[config.mk]
export PLATFORM = sky130hd
export DESIGN_NAME = lp_input_event_detector
export DESIGN_NICKNAME = d
export VERILOG_FILES = /design/src/rtl/lp_calc_pkg.sv /design/src/rtl/lp_sync2.sv /design/src/rtl/lp_input_event_detector.sv
export SDC_FILE = /design/constraint.sdc
export NUM_CORES = 1
export LEC_CHECK = 0
export BUFFER_PORTS_ARGS = -buffer_cell sky130_fd_sc_hd__buf_4
export CAP_MARGIN = 30
export CORE_ASPECT_RATIO = 1.25
export CORE_UTILIZATION = 40
export CTS_CLUSTER_DIAMETER = 150
export DETAILED_ROUTE_END_ITERATION = 12
export SLEW_MARGIN = 10
export SYNTH_ARGS = -nofsm -noshare
export SYNTH_HDL_FRONTEND = slang
export SYNTH_SLANG_ARGS = --single-unit
export TNS_END_PERCENT = 50
[constraint.sdc]
create_clock -name clk -period 1.8 [get_ports clk]
set_input_delay 0.27 -clock clk [delete_from_list [all_inputs] [get_ports clk]]
set_output_delay 0.27 -clock clk [all_outputs]
set_load 0.02 [all_outputs]
[src/rtl/lp_calc_pkg.sv]
// lp_calc_pkg: shared encodings and defaults for the low-power calculator
package lp_calc_pkg;
  typedef enum logic {DET_STABLE = 1'b0, DET_DEBOUNCE = 1'b1} det_state_t;
  typedef enum logic [1:0] {PWR_SLEEP = 2'd0, PWR_ACTIVE = 2'd1, PWR_IDLE = 2'd2} pwr_state_t;
  localparam logic [1:0] OP_ADD = 2'd0;
  localparam logic [1:0] OP_SUB = 2'd1;
  localparam logic [1:0] OP_AND = 2'd2;
  localparam logic [1:0] OP_OR  = 2'd3;
  localparam int DEBOUNCE_CYCLES_DEF = 4;
endpackage

[src/rtl/lp_sync2.sv]
// lp_sync2: parameterized-width two-flop synchronizer with sync active-low reset
module lp_sync2 #(
  parameter int W = 1
) (
  input  logic         clk,
  input  logic         reset_n,
  input  logic [W-1:0] d,
  output logic [W-1:0] q
);
  logic [W-1:0] meta;
  // two-stage capture of the asynchronous vector
  always_ff @(posedge clk)
    if (!reset_n) begin
      meta <= '0;
      q    <= '0;
    end else begin
      meta <= d;
      q    <= meta;
    end
endmodule

[src/rtl/lp_input_event_detector.sv]
// lp_input_event_detector: synchronize, debounce and latch operands, flag new events
module lp_input_event_detector
  import lp_calc_pkg::*;
#(
  parameter int DATA_W          = 8,
  parameter int OP_W            = 2,
  parameter int DEBOUNCE_CYCLES = DEBOUNCE_CYCLES_DEF,
  parameter int CNT_W           = 3
) (
  input  logic              clk,
  input  logic              reset_n,
  input  logic [DATA_W-1:0] a_in,
  input  logic [DATA_W-1:0] b_in,
  input  logic [OP_W-1:0]   op_in,
  input  logic              compute_en,
  output logic              event_detected,
  output logic [DATA_W-1:0] a_q,
  output logic [DATA_W-1:0] b_q,
  output logic [OP_W-1:0]   op_q,
  output logic              overrun
);
  localparam int VW = 2*DATA_W + OP_W;
  localparam logic [CNT_W-1:0] LAST = CNT_W'(DEBOUNCE_CYCLES - 1);
  det_state_t state, state_d;
  logic [VW-1:0] s, stable_q, stable_d, cand, cand_d;
  logic [CNT_W-1:0] cnt, cnt_d;
  logic pend, pend_d, ovr, ovr_d, commit;
  lp_sync2 #(.W(VW)) u_sync (
    .clk     (clk),
    .reset_n (reset_n),
    .d       ({a_in, b_in, op_in}),
    .q       (s)
  );
  // debounce FSM next state; a commit outranks a same-cycle acknowledge
  always_comb begin
    state_d  = state;
    stable_d = stable_q;
    cand_d   = cand;
    cnt_d    = cnt;
    commit   = 1'b0;
    if (state == DET_STABLE) begin
      if (s != stable_q) begin
        cand_d  = s;
        cnt_d   = '0;
        state_d = DET_DEBOUNCE;
      end
    end else if (s == stable_q) begin
      state_d = DET_STABLE;
    end else if (s != cand) begin
      cand_d = s;
      cnt_d  = '0;
    end else if (cnt == LAST) begin
      commit   = 1'b1;
      stable_d = cand;
      state_d  = DET_STABLE;
    end else begin
      cnt_d = cnt + 1'b1;
    end
    pend_d = commit | (pend & ~compute_en);
    ovr_d  = ovr | (commit & pend);
  end
  // state and operand registers
  always_ff @(posedge clk)
    if (!reset_n) begin
      state    <= DET_STABLE;
      stable_q <= '0;
      cand     <= '0;
      cnt      <= '0;
      pend     <= 1'b0;
      ovr      <= 1'b0;
    end else begin
      state    <= state_d;
      stable_q <= stable_d;
      cand     <= cand_d;
      cnt      <= cnt_d;
      pend     <= pend_d;
      ovr      <= ovr_d;
    end
  assign {a_q, b_q, op_q} = stable_q;
  assign event_detected   = pend;
  assign overrun          = ovr;
endmodule

; ---- Word level (Yosys, flattened, before mapping)
; Index checks and enable logic that the tools add are counted.
[totals]
input_bits = 21
out_inout_bits = 20
reg_bits = 78
[op_classes]
reduce_logical = 4
eq_ne = 7
addsub = 1
bitwise_logic = 7
mux = 18
[ops]
columns = operator, count
row1 = $mux W18, 4
row2 = $ne A18 B18 Y1, 2
row3 = $eq A18 B18 Y1, 1
row4 = $mux W3, 5
row5 = $mux W1, 9
row6 = $reduce_and A3 Y1, 2
row7 = $reduce_and A4 Y1, 1
row8 = $add A3 B1 Y3 const B, 1
row9 = $eq A3 B2 Y1 const B, 1
row10 = $ne A3 B3 Y1 const B, 1
row11 = $not A1 Y1, 3
row12 = $and A1 B1 Y1, 2
row13 = $ne A2 B1 Y1 const B, 1
row14 = $ne A2 B2 Y1 const B, 1
row15 = $or A1 B1 Y1, 2
row16 = $reduce_bool A2 Y1, 1

; ---- Longest topological paths before layout
; Gate-level depths: netlist (run 1).
[logic_depth]
depth_word = 7
mapped_depth = 8

; ---- Modules after synthesis
; From an unflattened synthesis (run 1), not the netlist that was laid out.
[hier_totals]
cells_unflattened = 295
area_unflattened_um2 = 3095.5
[by_module_without_submodules]
columns = mod, seq_area_each_um2, area_each_um2, cells_each, instances
row1 = lp_input_event_detector, 840.8, 2089.5, 220, 1
row2 = lp_sync2, 720.7, 1006.0, 75, 1

; ---- Least setup slack after synthesis (run 1)
; Ideal clock, no wire load.
[synth_path]
path_kind = register -> register
startpoint = register stable_q[12]
endpoint = register cand[10]
stages_incl_launch_ff = 9
setup_time_ns = 0.072
required_time_ns = 1.728
t_arrival_ns = 1.957
n_path_buf = 2
period_less_slack_ns = 2.029
setup_slack_ns = -0.229
cell_sequence = dfxtp_1 xor2_1 nor4_1 nand3_1 nor4_4 or2_1 buf_6 buf_12 mux2i_1
[synth_between]
elab_chain_len = 3
[synth_rtl]
columns = element, line_no
row1 = "start, declared", lp_input_event_detector.sv:25  ; logic [VW-1:0] s, stable_q, stable_d, cand, cand_d;
row2 = "start signal, assigned", lp_input_event_detector.sv:73  ; stable_q <= stable_d;
row3 = $eq A18 B18 Y1 / $ne A18 B18 Y1 (equally long branches), "lp_input_event_detector.sv:47, lp_input_event_detector.sv:42"
row4 = $ne A2 B2 Y1 (no line) / $reduce_bool A2 Y1 (equally long branches), --
row5 = $reduce_and A3 Y1 (no line) (*), --
row6 = "end signal, assigned", lp_input_event_detector.sv:74  ; cand <= cand_d;
row7 = "end, declared", lp_input_event_detector.sv:25
; Every way passes the cells marked *; elsewhere a longest branch is shown, timed or not.
; A chain may end at the register's enable or synchronous reset.

; ---- Worst setup path in the final report (run 1)
[layout_path]
startpoint = register u_sync.q[7]
endpoint = register stable_q[9]
[layout_between]
elab_chain_len = 3
[layout_rtl]
columns = element, line_no
row1 = "start, declared", lp_sync2.sv:8  ; output logic [W-1:0] q
row2 = "start signal, assigned", lp_sync2.sv:18  ; q <= meta;
row3 = $ne A18 B18 Y1 / $eq A18 B18 Y1 (equally long branches), "lp_input_event_detector.sv:49, lp_input_event_detector.sv:47"
row4 = $not A1 Y1 (no line), --
row5 = $reduce_and A4 Y1 (no line) (*), --
; Marked as above.

==> impl_metrics.csv, run 1 <==
group,metric,value,unit
clocking,clk_latency,350,ps
sta,max_freq,514.2,MHz
status,run_status,"complete, but fails checks",
grt,antenna_found_initial,0,
yosys,synth-seq-area-share,52.13,%
die,ios,41,
yosys,synth_cells,293,
min_path,whs_path_depth,2,
clocking,clock_sinks,78,
yosys,syn_area,2995,um2
clocking,cts_buffers,9,
grt,grt_util_met3,3.333,%
pwr,power.total,3.423,mW
sta,period_needed,1945,ps
route,vias,2169,
place,dpl_cell_area,3597,um2
min_path,hold_path_end,"u_sync.meta[3]$_SDFF_PN0_",
pwr,max-vdd-ir-drop,0.4715,mV
die,die_y,98.75,um
pwr,leakage,1.852,nW
setup_path,path_class,"flop to flop",
setup_path,crit_slowest_cell,"nor4_2",
setup_path,cp-start-kind,"flop",
die,core_area,7104,um2
place,dp_hpwl,4.146,mm
setup_path,required,2080,ps
sta,hold_viol,0,
clocking,cts_tree,"yes",
die,start_util,42.16,%
layout,nets,390,
grt,gr-total-overflow,0,
place,io_buffers,40,
route,antenna_left,0,
grt,met2_usage,27.52,%
grt,top_usage_layer,"met2",
route,avgRoutedWirePerCell,12.89,um
setup_path,max_stage_delay,340,ps
yosys,ys_types,29,
setup_path,worstSetupEndpointType,"flop",
setup_path,r2r-end,"stable_q[9]$_SDFFE_PN0P_",
pwr,p_per_area,864.3,nW/um2
status,violations,"setup timing",
place,place.gp.congestion,0.7912,
sta,clock-skew-final,6.884,ps
setup_path,r2r-start,"u_sync.q[7]$_SDFF_PN0_",
setup_path,reg2reg_setup_slack,-140,ps
sta,hold_ws,123.6,ps
die,die_width,79.40,um
yosys,yosys_warnings,0,
route,routed_wirelength,5.955,mm
route,viasPerCell,4.695,
route,drt_iter0_drc,102,
grt,grtUsageTotal,16.94,%
layout,final_area,3960,um2
sta,setup_viol,39,
layout,num_antenna_cells,0,
clocking,htreeDepth,3,
layout,area_growth,32.21,%
route,drt-pass1-iter-count,5,
sta,finalMaxSlewViolations,0,
grt,grt_max_degree,47,
yosys,synth-seq-cells,78,
clocking,cts.clk_slew.worst_paths,80,ps
yosys,syn_nets,316,
clocking,ctsRootBufferMaster,"clkbuf_8",
yosys,syn_avg_cell_area,10.22,um2
min_path,hold_path_class,"input port to flop",
layout,drive_above_1_share,32.53,%
die,floorplan.die_area,7841,um2
setup_path,worstPathCellList,"xor2_1 -> nor4_2 -> nand3_1 -> nor4_4 -> nand2b_4 -> buf_6 -> buf_16 -> mux2i_1",
sta,setup_tns,-3475,ps
flow_run,max_cap_violations,0,
setup_path,path_max_fanout,4,
die,core.rowCount,34,
sta,timing.slew.headroom,70.15,%
grt,grt_pass1_wl,9.839,mm
sta,rsz0062_at_grt,"yes",
sta,post-route-period-util,108.0,%
sta,fin_ws,-144.7,ps
grt,grtUsageMet1,20.72,%
setup_path,cp.arrival,2220,ps
min_path,min_from,"b_in[1]",
route,drc,0,
setup_path,r2r_cells,8,
grt,grt_pass1_vias,2076,
clocking,cts_buffer_depth,2,
sta,worst_pin_slew,447.8,ps
place,pre_cts_slack,-252.7,ps
[power breakdown]
group / switching (mW) / internal (mW)
clock: 0.633 / 0.716
sequential: 0.0285 / 1.77
combinational: 0.124 / 0.147
total: 0.785 / 2.64
[Yosys cell counts]
master,number,area (um2)
and2_1,36,225.2
nor3_1,3,15.01
o21ai_0,5,25.02
and4_1,2,17.52
nand4bb_1,1,11.26
nor4_1,5,31.28
buf_12,1,20.02
o22ai_1,1,6.260
nand4_1,1,6.260
or2_1,1,6.260
ha_1,2,25.02
o221ai_1,1,8.760
a222oi_1,1,10.01
buf_4,2,15.01
dfxtp_1,78,1562
and3_1,1,6.260
buf_6,1,11.26
nand3_1,1,5.000
xnor2_1,5,43.79
a21oi_1,4,20.02
or4b_2,2,20.02
mux2i_1,36,360.4
nand2b_1,2,12.51
a221oi_1,1,8.760
inv_1,7,26.28
nand2_1,56,210.2
nor4_4,1,21.27
xor2_1,26,227.7
clkbuf_1,10,37.54
[repair_timing]
item | CTS | global route
gates resized for setup | 18 | 9
hold buffers | 0 | 0
endpoints found under the setup margin | 40 | 41
gates cloned | 2 | 0
pin swaps | 7 | 5
setup buffers | 4 | 1
[logic make-up after synthesis]
| family | synth area share [%] |
|---|---|
| buffers and inverters | 3.676 |
| muxes | 12.03 |
| and+or+nand+nor | 19.63 |
| DFF | 52.13 |
| xor gates and xnor gates | 9.064 |
| adders and majority gates | 0.8353 |
| AOI/OAI and AO/OA | 2.632 |
[flip-flops by register name, indices dropped and copies added, names as in the netlist]
register / cells
overrun: 1
cand: 18
state: 1
event_detected: 1
stable_q: 18
u_sync.meta: 18
u_sync.q: 18
cnt: 3
[worst max-delay path, delay by kind of cell, from the launching register on]
kind / cells / cell delay, ps
simple gates: 4 / 980
flops: 1 / 330
buf+inv: 2 / 240
xor+xnor: 1 / 170
mux: 1 / 160
[metal layers]
layer  vias up  routed length (um)
met2        43                2887
met1      1006                2769
met5         -                   0
li1       1108                   -
met3        12                 149
met4         0                 148
[metrics by stage]
stage,utilization [%],instances
2_1_floorplan,-,293
3_3_place_gp,50.63,440
3_5_place_dp,50.63,440
4_1_cts,55.51,462
5_1_grt,55.74,462
6_report,55.74,462
[area by class of cell]
cell class	count	area (um2)
Inverter	7	26.28
Clock buffer	11	151.4
Timing Repair Buffer	77	649.4
Clock inverter	5	56.30
Sequential cell	78	1589
Fill cell	642	3144
Tap cell	90	112.6
Multi-Input combinational cell	194	1375
[worst max-delay path by stage]
stage                              startpoint                        to  slack [ps]  cells after the start
finish                 u_sync.q[7]$_SDFF_PN0_  stable_q[9]$_SDFFE_PN0P_        -140                      8
global route           u_sync.q[7]$_SDFF_PN0_      cand[3]$_SDFFE_PN0P_        -260                      7
CTS                    u_sync.q[9]$_SDFF_PN0_       cnt[0]$_SDFFE_PN0P_        -200                      7
detailed placement      cand[12]$_SDFFE_PN0P_       cnt[0]$_SDFFE_PN0P_        -250                      6
global placement        cand[12]$_SDFFE_PN0P_       cnt[0]$_SDFFE_PN0P_        -220                      6
floorplan           stable_q[17]$_SDFFE_PN0P_     cand[10]$_SDFFE_PN0P_         -20                      8
[layout by cell type, fill, tap and decap left out, types with 2 or more instances in the layout]
| cell type | Yosys | routed |
|---|---|---|
| mux2i_1 | 36 | 35 |
| clkinv_2 | 0 | 2 |
| and2_1 | 36 | 36 |
| dfxtp_1 | 78 | 62 |
| dfxtp_4 | 0 | 3 |
| xor2_1 | 26 | 26 |
| buf_4 | 2 | 68 |
| nor4_2 | 0 | 3 |
| inv_1 | 7 | 7 |
| or4b_4 | 0 | 2 |
| buf_12 | 1 | 2 |
| o21ai_0 | 5 | 5 |
| buf_6 | 1 | 5 |
| a21oi_1 | 4 | 2 |
| dfxtp_2 | 0 | 13 |
| nand2_1 | 56 | 56 |
| a21oi_2 | 0 | 2 |
| nor4_1 | 5 | 2 |
| ha_1 | 2 | 2 |
| clkbuf_8 | 0 | 11 |
| xnor2_1 | 5 | 5 |
| nor3_1 | 3 | 3 |
No activity file was read; power rests on OpenSTA's default activity.
==> run 2: changes to the inputs <==
--- a/config.mk
+++ b/config.mk
@@ -8,9 +8,10 @@
 export BUFFER_PORTS_ARGS = -buffer_cell sky130_fd_sc_hd__buf_4
 export CAP_MARGIN = 30
 export CORE_ASPECT_RATIO = 1.25
-export CORE_UTILIZATION = 40
+export CORE_UTILIZATION = 51
 export CTS_CLUSTER_DIAMETER = 150
 export DETAILED_ROUTE_END_ITERATION = 12
+export PLACE_DENSITY = 0.75
 export SLEW_MARGIN = 10
 export SYNTH_ARGS = -nofsm -noshare
 export SYNTH_HDL_FRONTEND = slang
==> impl_metrics.csv, run 2 (synthesized netlist as in run 1, its figures left out) <==
group,metric,value,unit
grt,grt_pass1_wl,10.02,mm
pwr,power.total,3.578,mW
setup_path,cp-start-kind,"flop",
setup_path,r2r-end,"cnt[0]$_SDFFE_PN0P_",
layout,finalNonFillerCells,429,
route,routed_wirelength,5.936,mm
route,vias,2157,
pwr,p_per_area,917.2,nW/um2
clocking,cts.clk_slew.worst_paths,80,ps
layout,n_fill_cell,413,
layout,final_area,3901,um2
setup_path,cp.arrival,2210,ps
clocking,ctsRootBufferMaster,"clkbuf_8",
layout,num_antenna_cells,0,
sta,timing.slew.headroom,75.97,%
sta,setup_viol,38,
route,avgRoutedWirePerCell,13.84,um
die,floorplan.die_area,6186,um2
setup_path,r2r_cells,6,
route,antenna_left,0,
place,dpl_cell_area,3567,um2
setup_path,required,2080,ps
clocking,cts_hold_buffers,0,
clocking,clock_sinks,78,
grt,grt_max_degree,43,
setup_path,worstSetupEndpoint,"cnt[0]$_SDFFE_PN0P_",
sta,period_needed,1929,ps
status,run_status,"complete, but fails checks",
setup_path,path_class,"flop to flop",
setup_path,worstSetupEndpointType,"flop",
pwr,max-vdd-ir-drop,0.6281,mV
status,violations,"DRC, setup timing",
sta,worst_pin_slew,360.5,ps
route,met1_length,2.614,mm
layout,drive_above_1_share,31.51,%
die,die_y,87.69,um
sta,setup_tns,-1947,ps
layout,nets,384,
layout,final_util,70.23,%
sta,finalMaxSlewViolations,0,
route,dr_wl_met2,2.849,mm
setup_path,reg2reg_setup_slack,-130,ps
clocking,cts_buffers,9,
sta,rsz0062_at_grt,"yes",
flow_run,max_cap_violations,0,
grt,antenna_found_initial,0,
die,ios,41,
die,core.rowCount,30,
clocking,cts_buffer_depth,2,
layout,most-common-layout-cells,"66 x buf_4, 59 x dfxtp_1, 56 x nand2_1",
layout,final_common_cell,"buf_4",
clocking,clk_latency,350,ps
sta,hold_ws,128.7,ps
sta,max_freq,518.4,MHz
route,drc,4,
grt,grt_pass1_vias,2182,
place,dp_hpwl,3.928,mm
sta,clock-skew-final,9.837,ps
sta,hold_viol,0,
route,maxUsedRoutingLayer,"met4",
route,drt_iter0_drc,131,
route,wl_met3,234,um
place,place.gp.congestion,0.8137,
setup_path,crit_start,"u_sync.q[1]$_SDFF_PN0_",
setup_path,path_max_fanout,4,
place,io_buffers,40,
sta,fin_ws,-128.9,ps
die,core_area,5555,um2
grt,gr-total-overflow,0,
pwr,leakage,1.838,nW
die,die_width,70.55,um
min_path,hold_path_class,"input port to flop",
clocking,htreeDepth,3,
layout,area_growth,30.24,%
clocking,cts_tree,"yes",
sta,post-route-period-util,107.2,%
die,start_util,53.92,%
route,drt-pass1-iter-count,8,
place,dp_cells,411,
setup_path,r2r-start,"u_sync.q[1]$_SDFF_PN0_",
place,pre_cts_slack,-168.5,ps
grt,grtUsageTotal,21.65,%
route,viasPerCell,5.028,
run 2: cell count changes in the layout (fill, tap and decap cells not counted), sizes merged:
cell	change
inv	-1
buf	-6
clkinv	-1
bufinv	+1
clkbuf	+1
clkinvlp	-1
run 2: final cells by class:
class,count,area (um2),area share [%]
sequential,78,1593,40.83
tap,64,80.08,2.053
clock buffer,12,166.4,4.266
timing repair buffer,71,598.1,15.33
clock inverter,3,65.06,1.668
multi-input combinational,194,1373,35.18
inverter,7,26.28,0.6735
run 2: metal layers:
layer	vias up	GRT usage (%)
met4	0	15.64
met1	986	25.18
met3	21	5.524
met5	-	0
li1	1100	-
met2	50	35.04
run 2: report_power, final:
part | total (mW) | internal (mW) | switching (mW)
Sequential | 1.81 | 1.78 | 0.0301
Clock | 1.50 | 0.894 | 0.607
Combinational | 0.272 | 0.146 | 0.125
Total | 3.58 | 2.82 | 0.762
run 2: how the worst min path moves through the flow:
stage,startpoint,to,slack [ps],depth (start not counted)
6_report,b_in[7],u_sync.meta[9]$_SDFF_PN0_,130,2
5_1_grt,b_in[7],u_sync.meta[9]$_SDFF_PN0_,110,2
4_1_cts,op_in[0],u_sync.meta[0]$_SDFF_PN0_,110,2
3_5_place_dp,u_sync.meta[3]$_SDFF_PN0_,u_sync.q[3]$_SDFF_PN0_,420,1
3_3_place_gp,u_sync.meta[11]$_SDFF_PN0_,u_sync.q[11]$_SDFF_PN0_,420,1
2_1_floorplan,op_in[0],u_sync.meta[0]$_SDFF_PN0_,400,1
run 2: repair_timing:
| action | 4_1_cts | 5_1_grt |
|---|---|---|
| endpoints found under the setup margin | 40 | 41 |
| gates resized for setup | 16 | 4 |
| gates cloned | 1 | 0 |
| endpoints found under the hold margin | 0 | 0 |
| buffers inserted | 3 | 0 |
| pin swaps | 6 | 0 |
run 2: critical path, cell delays in order (launching register included):
cell	delay (ps)
dfxtp_1	380
xnor2_1	150
o221ai_1	140
nor3_1	290
and3_4	280
or4b_4	470
a21oi_2	160
==> run 3: changes to the inputs <==
--- a/config.mk
+++ b/config.mk
@@ -5,13 +5,15 @@
 export SDC_FILE = /design/constraint.sdc
 export NUM_CORES = 1
 export LEC_CHECK = 0
-export BUFFER_PORTS_ARGS = -buffer_cell sky130_fd_sc_hd__buf_4
+export BUFFER_PORTS_ARGS = -buffer_cell sky130_fd_sc_hd__buf_2
 export CAP_MARGIN = 30
+export CELL_PAD_IN_SITES_DETAIL_PLACEMENT = 1
+export CELL_PAD_IN_SITES_GLOBAL_PLACEMENT = 2
 export CORE_ASPECT_RATIO = 1.25
-export CORE_UTILIZATION = 51
+export CORE_UTILIZATION = 32
 export CTS_CLUSTER_DIAMETER = 150
 export DETAILED_ROUTE_END_ITERATION = 12
-export PLACE_DENSITY = 0.75
+export PLACE_DENSITY_LB_ADDON = 0.1
 export SLEW_MARGIN = 10
 export SYNTH_ARGS = -nofsm -noshare
 export SYNTH_HDL_FRONTEND = slang
==> impl_metrics.csv, run 3 (synthesized netlist as in run 1, its figures left out) <==
group,metric,value,unit
sta,period_needed,1914,ps
clocking,clock_sinks,78,
grt,grt_pass1_wl,11.05,mm
die,die_width,88.54,um
die,core_area,9125,um2
route,met1_length,3.115,mm
layout,most-common-layout-cells,"59 x dfxtp_1, 56 x nand2_1, 40 x buf_2",
sta,max_freq,522.3,MHz
status,run_status,"complete, but fails checks",
route,antenna_left,0,
sta,finalMaxSlewViolations,0,
route,vias,2155,
route,routed_wirelength,7.031,mm
layout,n_fill_cell,1045,
die,ios,41,
place,pre_cts_slack,-247.6,ps
layout,area_growth,34.17,%
place,dp_cells,475,
clocking,clk_latency,330,ps
clocking,cts_tree,"yes",
route,drt-pass1-iter-count,4,
clocking,cts.clk_slew.worst_paths,60,ps
clocking,cts_buffers,9,
place,dp_hpwl,4.990,mm
sta,hold_viol,0,
sta,worst_pin_slew,370.9,ps
pwr,power.total,3.790,mW
layout,final_common_cell,"dfxtp_1",
route,maxUsedRoutingLayer,"met4",
route,drc,0,
route,viasPerCell,4.362,
pwr,max-vdd-ir-drop,0.4430,mV
clocking,cts_buffer_depth,2,
route,drt_iter0_drc,55,
clocking,htreeDepth,3,
setup_path,path_class,"flop to flop",
clocking,ctsRootBufferMaster,"clkbuf_16",
place,io_buffers,40,
min_path,hold_path_class,"input port to flop",
flow_run,max_cap_violations,0,
grt,grt_max_degree,49,
die,core.rowCount,39,
setup_path,cp-start-kind,"flop",
route,wl_met3,215,um
layout,num_antenna_cells,0,
layout,nets,389,
layout,final_area,4019,um2
sta,clock-skew-final,8.166,ps
grt,antenna_found_initial,0,
pwr,leakage,1.894,nW
grt,grt_pass1_vias,2245,
layout,finalNonFillerCells,494,
sta,rsz0062_at_grt,"yes",
sta,setup_viol,28,
die,start_util,32.83,%
setup_path,crit_start,"u_sync.q[7]$_SDFF_PN0_",
sta,timing.slew.headroom,75.27,%
sta,fin_ws,-114.5,ps
setup_path,required,2070,ps
setup_path,path_max_fanout,4,
setup_path,cp.arrival,2180,ps
layout,drive_above_1_share,33.69,%
sta,post-route-period-util,106.4,%
die,floorplan.die_area,9754,um2
route,avgRoutedWirePerCell,14.23,um
min_path,min_from,"b_in[3]",
grt,gr-total-overflow,0,
setup_path,worstSetupEndpointType,"flop",
grt,grtUsageTotal,15.65,%
pwr,p_per_area,943.1,nW/um2
route,dr_wl_met2,3.588,mm
die,die_y,110.2,um
setup_path,r2r-start,"u_sync.q[7]$_SDFF_PN0_",
clocking,cts_hold_buffers,0,
place,place.gp.congestion,0.7153,
place,dpl_cell_area,3553,um2
status,violations,"setup timing",
==> run 3: changes by cell type in the layout (fill, tap and decap cells not counted), moves of 2 or more <==
| cell | before | now |
|---|---|---|
| clkinv_2 | 1 | 4 |
| clkbuf_8 | 10 | 0 |
| buf_2 | 0 | 40 |
| clkbuf_16 | 1 | 12 |
| buf_4 | 66 | 28 |
| bufinv_16 | 2 | 0 |
==> run 3: area by class of cell <==
class                           count  area, um2  area share [%]
Sequential cell                    78       1595           39.69
Multi-Input combinational cell    194       1399           34.81
Timing Repair Buffer               76      566.8           14.10
Clock buffer                       12      257.7           6.413
Tap cell                          123      153.9           3.829
Inverter                            7      26.28          0.6538
Clock inverter                      4      20.02          0.4981
==> run 3: stage by stage <==
| stage | utilization, % | hold slack [ps] | TNS, ps |
|---|---|---|---|
| floorplan | - | 397.3 | -230.6 |
| global placement | 38.94 | 414.0 | -3136 |
| detailed placement | 38.94 | 420.8 | -4682 |
| CTS | 43.18 | 126.6 | -716.4 |
| global route | 44.04 | 137.6 | -6170 |
| finish | 44.04 | 139.9 | -1244 |
==> run 3: path summary, 6_finish.rpt <==
| check | slack (ps) | cells past startpoint | end |
|---|---|---|---|
| worst max register to register | -110 | 6 | cnt[0]$_SDFFE_PN0P_ |
| worst min register to register | 430 | 1 | u_sync.q[15]$_SDFF_PN0_ |
| worst min-delay path | 140 | 2 | u_sync.meta[5]$_SDFF_PN0_ |
| worst max-delay path | -110 | 6 | cnt[0]$_SDFFE_PN0P_ |
==> run 3: repair_timing <==
action                                 in CTS  in global routing
endpoints found under the hold margin       0                  0
setup endpoints to repair                  40                 42
gates resized for setup                    26                  9
buffers inserted                            1                  0
pin swaps                                  10                  6
cloned                                      0                  2
==> run 3: layer usage <==
layer	up-vias	global-route usage, %
li1	1106	-
met4	0	7.143
met2	31	26.10
met3	11	4.170
met1	1007	18.68
met5	-	0
==> run 3: where the power goes <==
| group | internal [mW] | switching (mW) | leakage (nW) |
|---|---|---|---|
| combinational | 0.144 | 0.131 | 1.10 |
| clock | 1.01 | 0.698 | 0.141 |
| sequential | 1.78 | 0.0313 | 0.648 |
==> run 3: worst max-delay path, stage by stage (launching register included) <==
cell,delay (ps)
dfxtp_2,350
inv_1,70
a222oi_1,340
and4_1,270
and3_4,210
or4b_4,470
a21oi_2,130
